===== src/rtl/csp_stage_sequencer.sv =====
// rtl/csp_stage_sequencer.sv - CSP pass sequencer: CBS pair, residual chain, output CBS, result handshake.
// Optional CSP_SEQ_PERF_EN adds a saturating busy-cycle counter on perf_cycles.
module csp_stage_sequencer #(
  parameter int NUM_RES  = 3,
  parameter int LAT_CBS  = 8,
  parameter int LAT_RES  = 12,
  parameter int LAT_CBSO = 8,
  parameter int CNT_W    = 8
) (
  input  logic               clk,
  input  logic               reset,
  input  logic               start,
  output logic               start_ready,
  input  logic               abort,
  output logic               cbs_go,
  output logic [NUM_RES-1:0] res_go,
  output logic               cbso_go,
  output logic [3:0]         res_idx,
  output logic               out_valid,
  input  logic               out_ready,
  output logic               busy
`ifdef CSP_SEQ_PERF_EN
  ,
  output logic [15:0]        perf_cycles
`endif
);

  typedef enum logic [2:0] {S_IDLE, S_CBS, S_RES, S_CBSO, S_HOLD} state_t;

  localparam logic [CNT_W-1:0] CNT_CBS  = CNT_W'(LAT_CBS - 1);
  localparam logic [CNT_W-1:0] CNT_RES  = CNT_W'(LAT_RES - 1);
  localparam logic [CNT_W-1:0] CNT_CBSO = CNT_W'(LAT_CBSO - 1);
  localparam logic [3:0]       LAST_RES = 4'(NUM_RES - 1);

  state_t             state_q, state_d;
  logic [CNT_W-1:0]   cnt_q, cnt_d;
  logic [3:0]         res_idx_q, res_idx_d;
  logic               cbs_go_q, cbs_go_d;
  logic [NUM_RES-1:0] res_go_q, res_go_d;
  logic               cbso_go_q, cbso_go_d;
  logic               out_valid_q, out_valid_d;
  logic               start_ready_q, start_ready_d;
  logic               busy_q, busy_d;
  logic               res_fire;

  always_comb begin
    state_d     = state_q;
    cnt_d       = cnt_q;
    res_idx_d   = res_idx_q;
    cbs_go_d    = 1'b0;
    cbso_go_d   = 1'b0;
    out_valid_d = out_valid_q;
    res_fire    = 1'b0;
    res_go_d    = '0;

    if (abort) begin
      state_d     = S_IDLE;
      cnt_d       = '0;
      res_idx_d   = 4'd0;
      out_valid_d = 1'b0;
    end else begin
      case (state_q)
        S_IDLE: begin
          if (start) begin
            state_d  = S_CBS;
            cbs_go_d = 1'b1;
            cnt_d    = CNT_CBS;
          end
        end
        S_CBS: begin
          if (cnt_q == '0) begin
            state_d   = S_RES;
            res_idx_d = 4'd0;
            res_fire  = 1'b1;
            cnt_d     = CNT_RES;
          end else begin
            cnt_d = cnt_q - 1'b1;
          end
        end
        S_RES: begin
          if (cnt_q != '0) begin
            cnt_d = cnt_q - 1'b1;
          end else if (res_idx_q < LAST_RES) begin
            res_idx_d = res_idx_q + 4'd1;
            res_fire  = 1'b1;
            cnt_d     = CNT_RES;
          end else begin
            // res_idx reads 0 whenever the residual chain is not running
            state_d   = S_CBSO;
            res_idx_d = 4'd0;
            cbso_go_d = 1'b1;
            cnt_d     = CNT_CBSO;
          end
        end
        S_CBSO: begin
          if (cnt_q == '0) begin
            state_d     = S_HOLD;
            out_valid_d = 1'b1;
          end else begin
            cnt_d = cnt_q - 1'b1;
          end
        end
        S_HOLD: begin
          if (out_ready) begin
            state_d     = S_IDLE;
            out_valid_d = 1'b0;
          end
        end
        default: begin
          state_d     = S_IDLE;
          cnt_d       = '0;
          res_idx_d   = 4'd0;
          out_valid_d = 1'b0;
        end
      endcase
    end

    for (int i = 0; i < NUM_RES; i++) begin
      res_go_d[i] = res_fire && (res_idx_d == 4'(i));
    end

    start_ready_d = (state_d == S_IDLE);
    busy_d        = (state_d != S_IDLE);
  end

  always_ff @(posedge clk or negedge reset) begin
    if (!reset) begin
      state_q       <= S_IDLE;
      cnt_q         <= '0;
      res_idx_q     <= 4'd0;
      cbs_go_q      <= 1'b0;
      res_go_q      <= '0;
      cbso_go_q     <= 1'b0;
      out_valid_q   <= 1'b0;
      start_ready_q <= 1'b1;
      busy_q        <= 1'b0;
    end else begin
      state_q       <= state_d;
      cnt_q         <= cnt_d;
      res_idx_q     <= res_idx_d;
      cbs_go_q      <= cbs_go_d;
      res_go_q      <= res_go_d;
      cbso_go_q     <= cbso_go_d;
      out_valid_q   <= out_valid_d;
      start_ready_q <= start_ready_d;
      busy_q        <= busy_d;
    end
  end

  assign start_ready = start_ready_q;
  assign busy        = busy_q;
  assign cbs_go      = cbs_go_q;
  assign res_go      = res_go_q;
  assign cbso_go     = cbso_go_q;
  assign res_idx     = res_idx_q;
  assign out_valid   = out_valid_q;

`ifdef CSP_SEQ_PERF_EN
  logic [15:0] perf_q, perf_d;

  // Counts every cycle the previous state was busy, so the accept edge itself is not counted
  always_comb begin
    perf_d = perf_q;
    if (abort || (state_q == S_IDLE && start)) begin
      perf_d = 16'd0;
    end else if (busy_q && perf_q != 16'hFFFF) begin
      perf_d = perf_q + 16'd1;
    end
  end

  always_ff @(posedge clk or negedge reset) begin
    if (!reset) begin
      perf_q <= 16'd0;
    end else begin
      perf_q <= perf_d;
    end
  end

  assign perf_cycles = perf_q;
`endif

endmodule


===== config.mk =====
export PLATFORM = sky130hd
export DESIGN_NAME = csp_stage_sequencer
export DESIGN_NICKNAME = d
export VERILOG_FILES = /design/src/rtl/csp_stage_sequencer.sv
export SDC_FILE = /design/constraint.sdc
export NUM_CORES = 1
export LEC_CHECK = 0
export CAP_MARGIN = 20
export CORE_ASPECT_RATIO = 1.4
export CORE_MARGIN = 5
export CORE_UTILIZATION = 47
export DETAILED_ROUTE_END_ITERATION = 16
export PLACE_DENSITY = 0.7
export RECOVER_POWER = 50
export SLEW_MARGIN = 5
export SYNTH_ARGS = -nofsm -noshare
export SYNTH_HDL_FRONTEND = slang
export SYNTH_SLANG_ARGS = --single-unit

===== constraint.sdc =====
create_clock -name clk -period 4.4 [get_ports clk]
set_clock_uncertainty 0.1 [all_clocks]
set_input_delay 1.1 -clock clk [delete_from_list [all_inputs] [get_ports clk]]
set_output_delay 1.1 -clock clk [all_outputs]
set_load 0.005 [all_outputs]

# --- Yosys cells after proc, flatten, opt, wreduce, memory -nomap -nowiden ---
# Index checks and enable logic that the tools add are counted.
word_totals:
  out_inout_bits: 12
  ramBits: 0
  latchBits: 0
  inputBits: 5
  memories: 0
  ff_bits: 23
  word_cells: 73
  mem_bits_ro: 0
op_classes:
  n_addsub: 2
  eq_ne: 12
  reduce_logical: 13
  bitwise: 0
  order_cmp: 1
  div_mod_pow: 0
  shifts: 0
  mux: 36
  mul: 0
op_table:
  columns: ["operator", "n"]
  rows:
  - ["2-to-1 mux 8 bit", 5]
  - ["case mux 8 bit (5 select lines)", 1]
  - ["2-to-1 mux 3 bit", 7]
  - ["2-to-1 mux 4 bit", 5]
  - ["case mux 3 bit (5 select lines)", 1]
  - ["2-to-1 mux 1 bit", 14]
  - ["inequality test 3 bit, second input constant", 4]
  - ["case mux 4 bit (3 select lines)", 1]
  - ["zero test 8 bit", 1]
  - ["nonzero test 8 bit", 1]
  - ["subtractor 8 x 1 -> 8 bit, second input constant", 1]
  - ["== test 3 x 2 -> 1 bit, second input constant", 2]
  - ["zero test 3 bit", 2]
  - ["AND reduction 3 bit", 2]
  - ["OR reduction 3 bit", 2]
  - ["adder 4 x 1 -> 4 bit, second input constant", 1]
  - ["== test 4 x 1 -> 1 bit, second input constant", 1]
  - ["== test 4 x 2 -> 1 bit, second input constant", 1]
  - ["zero test 4 bit", 1]
  - ["< comparator 4 x 2 -> 1 bit, second input constant", 1]
  - ["== test 3 x 1 -> 1 bit, second input constant", 1]
  - ["== test 3 bit, second input constant", 1]
  - ["logical AND 1 bit", 3]
  - ["case mux 1 bit (3 select lines)", 1]
  - ["4 further kinds", 4]

# --- Depth between registers and ports, before layout ---
logic_depth:
  word_depth: 7
  depth_mapped: 7
  depth_no_buf: 7

# --- Least setup slack after synthesis ---
# OpenSTA, ideal clock, no wires.
synth_timing:
  kind: "input to register"
  from: "input port abort"
  to: "register cnt_q[6]"
  setup_time_ns: 0.122
  path_buffers: 0
  stages: 5
  t_required_ns: 4.178
  t_arrival_ns: 2.017
  slack_ns: 2.161
  cell_sequence: "inv_1 -> nand2_1 -> o31ai_4 -> nor2_2 -> a32o_1"
synth_via:
  elab_chain_len: 2
  elab_cells_between_ends: 5
  classes_between: "eq/ne: 3; mux: 1; reduce/logical: 1"
synth_rtl:
  columns: ["element", "line_no", "rtl"]
  rows:
  - ["start, declared", "14", "input logic abort,"]
  - ["inequality test 3 bit (no source line) / inequality test 2 bit (equally long branches)", null, null]
  - ["AND reduction 3 bit (no source line)", null, null]
  - ["end signal, assigned", "139", "cnt_q <= cnt_d;"]
  - ["end, declared", "36", "logic [CNT_W-1:0] cnt_q, cnt_d;"]
# Parallel ways exist; a longest one is shown, timed or not.
# A chain may end at the register's enable or synchronous reset.

# --- Worst setup path after layout ---
# Ends and elaborated chain as after synthesis.

==> qor.yml <==
crit_path_end_kind: "register"
synthDistinctLibCells: 50
die-area_um2: 3810
crit_path_end: "cnt_q[6]"
track_usage: 0.174
worstMarginPinSlew_ps: 796
timing_worst_setup_path_type: "input pin to register"
ys.flop_type: "dfrtp_1"
slew_headroom: 0.469
port_buffers: 16
final_nets: 155
cp-startpoint: "abort"
synth.area.mux_share: 0.00801
dp.cells: 178
synth_area_um2: 1250
critPathTopFamily: "buffers and inverters"
critical_path_buf_inv_count: 2
post_cts_buffers: 0
hold_buffers: 0
async_flop_share: 1.00
synthAdderAreaFrac: 0.0280
final.min_clock_period_ps: 2730
hold_violations: 0
grt_pass1_vias: 1034
wl_um: 2910
drt-initial-drc-count: 38
synth_top_cell_area_share: 0.440
max_cap_violations: 0
rows: 22
grt_pass1_wl_um: 4770
critPathLaunchType: "input pin"
htreeDepth: 1
path_depth: 6
cp_data_arrival_time_ps: 2860
antenna_found_initial: 0
max_stage_delay_ps: 630
cp_data_required_time_ps: 4520
synth_edf_count: 0
rr_endpoint: "cnt_q[6]"
drive_above_1_share: 0.0952
seq_area_um2: 577
drc: 0
slew_violations: 0
chipHeight_um: 71.0
ir_worst_vdd_uv: 230
pin_count: 17
critPathSlowestCell: "dlygate4sd3_1"
critPathMaxFanout: 9
initial_core_util: 0.483
cts_made_buffers: 3
finalSetupViolations: 0
powerDensity_nw_per_um2: 426
r2r_cells: 7
rsz0062_at_grt: "no"
hold_class: "register to register"
die_w_um: 53.6
synthSimpleGateAreaFrac: 0.265
path_cells: "dlygate4sd3_1 -> inv_1 -> nand2_1 -> o31ai_4 -> nor2_2 -> a32o_1"
synth_seq_cells: 23
yosysWarnings: 0
postSynthAreaPerCell_um2: 9.77
grt_max_degree: 24
reg2reg_slack_ps: 1680
p_leak_uw: 0.000630
gp_congestion: 0.933
yosysMostFrequentCell: "dfrtp_1"
clk_path_buf_depth: 2
grt-ovfl-total: 0
synth_commonest_cells: "dfrtp_1, nand2_1, nor2_1, inv_1, a22o_1"
wire_per_inst_um: 15.9
synth_top_family_by_area: "simple AND/OR/NAND/NOR gates"
synth-compound-area-share: 0.196
antenna_cells_inserted: 0
hpwlAfterDp_um: 2220
first_pass_iters: 4
rr_startpoint: "cnt_q[0]"
synth_top_cells_by_area: "dfrtp_1, nand2_1, nor2_1"
ys_seq_area_frac: 0.461
ant_nets: 0
multi_input_area_um2: 611
fillers: 260
cts_resized: 0
ctsRootBufferMaster: "clkbuf_4"
clk_pin_slew_ps: 130
clock_sinks: 23
synth_cells: 128
avgViaCountPerCell: 5.75
yosysTopAreaCell: "dfrtp_1"
setup_tns_ps: 0
fin_cells: 183
tritoncts: "yes"
fmax_mhz: 366
fin_crit_sh: 0.621
synth_nets: 135
synth_xor_area_frac: 0.00701
status: "finished clean"
core_um2: 2590
synthToLayoutAreaGrowth_pct: 16.6
clk_latency_ps: 320
num_vias: 1053
cell usage in the layout (no fill, tap or decap), drive strengths merged, types with 2 or more instances in the layout:
cell type / instances
dfrtp: 22
nand2: 17
nor2: 16
clkdlybuf4s50: 14
inv: 9
nor3: 7
a22o: 5
clkbuf: 4
or3: 3
a21oi: 3
o21ai: 3
nor4b: 2
and3: 2
o21a: 2
o22ai: 2
nor4: 2
o21bai: 2
o221ai: 2
nand3: 2
ha: 2
dlygate4sd3: 2
o31ai: 2
sequential cells by signal, summed over array words and instances, names as in the netlist:
name         count
busy             1
cbs_go           1
cbso_go          1
cnt_q            8
out_valid        1
res_go           3
res_idx          4
start_ready      1
state_q          3
where the power goes:
| group | leakage [uW] | internal (uW) | switching (uW) | total, uW |
|---|---|---|---|---|
| Clock | 0.0000177 | 34.1 | 66.4 | 101 |
| Combinational | 0.000303 | 100 | 145 | 245 |
| Sequential | 0.000309 | 238 | 37.4 | 276 |
cell type report:
type	instances	share of cell area
Multi-Input combinational cell	94	0.419
Timing Repair Buffer	17	0.112
Clock inverter	1	0.00343
Sequential cell	23	0.396
Tap cell	36	0.0309
Inverter	9	0.0232
Clock buffer	3	0.0155
per-stage QoR:
stage               worst slack (ps)  utilization  instance area (um^2)  hold WS (ps)  power [uW]
global placement                1510        0.559                  1450           415         531
CTS                             1770        0.570                  1470           455         636
floorplan                       2160            -                  1250           402         465
detailed placement              1430        0.559                  1450           417         535
finish                          1670        0.563                  1460           450         621
global route                    1460        0.563                  1460           504         667
logic make-up after synthesis:
family                     after synthesis
AOI/OAI and AO/OA                       30
xor gates and xnor gates                 1
muxes                                    1
adders and majority gates                3
DFF                                     23
buffers and inverters                   11
and+or+nand+nor                         59
worst min-delay path by stage:
| stage | depth (start not counted) | to | from | slack (ps) |
|---|---|---|---|---|
| 2_1_floorplan | 1 | res_idx[3] | res_idx[3] | 400 |
| 3_3_place_gp | 1 | cnt_q[6] | cnt_q[6] | 410 |
| 3_5_place_dp | 1 | res_idx[3] | res_idx[3] | 420 |
| 4_1_cts | 1 | res_idx[3] | res_idx[3] | 450 |
| 5_1_grt | 1 | out_valid | out_valid | 500 |
| 6_report | 1 | res_idx[3] | res_idx[3] | 450 |
per-layer routing:
layer / part of all wire / routed length (um) / up-vias / GRT usage
met3: 0.042 / 123 / 8 / 0.0421
met5: 0 / 0 / - / 0
met4: 0.026 / 76 / 0 / 0.0909
met1: 0.42 / 1210 / 508 / 0.201
met2: 0.51 / 1500 / 27 / 0.288
li1: - / - / 510 / -
No activity file was read; power rests on OpenSTA's default activity.
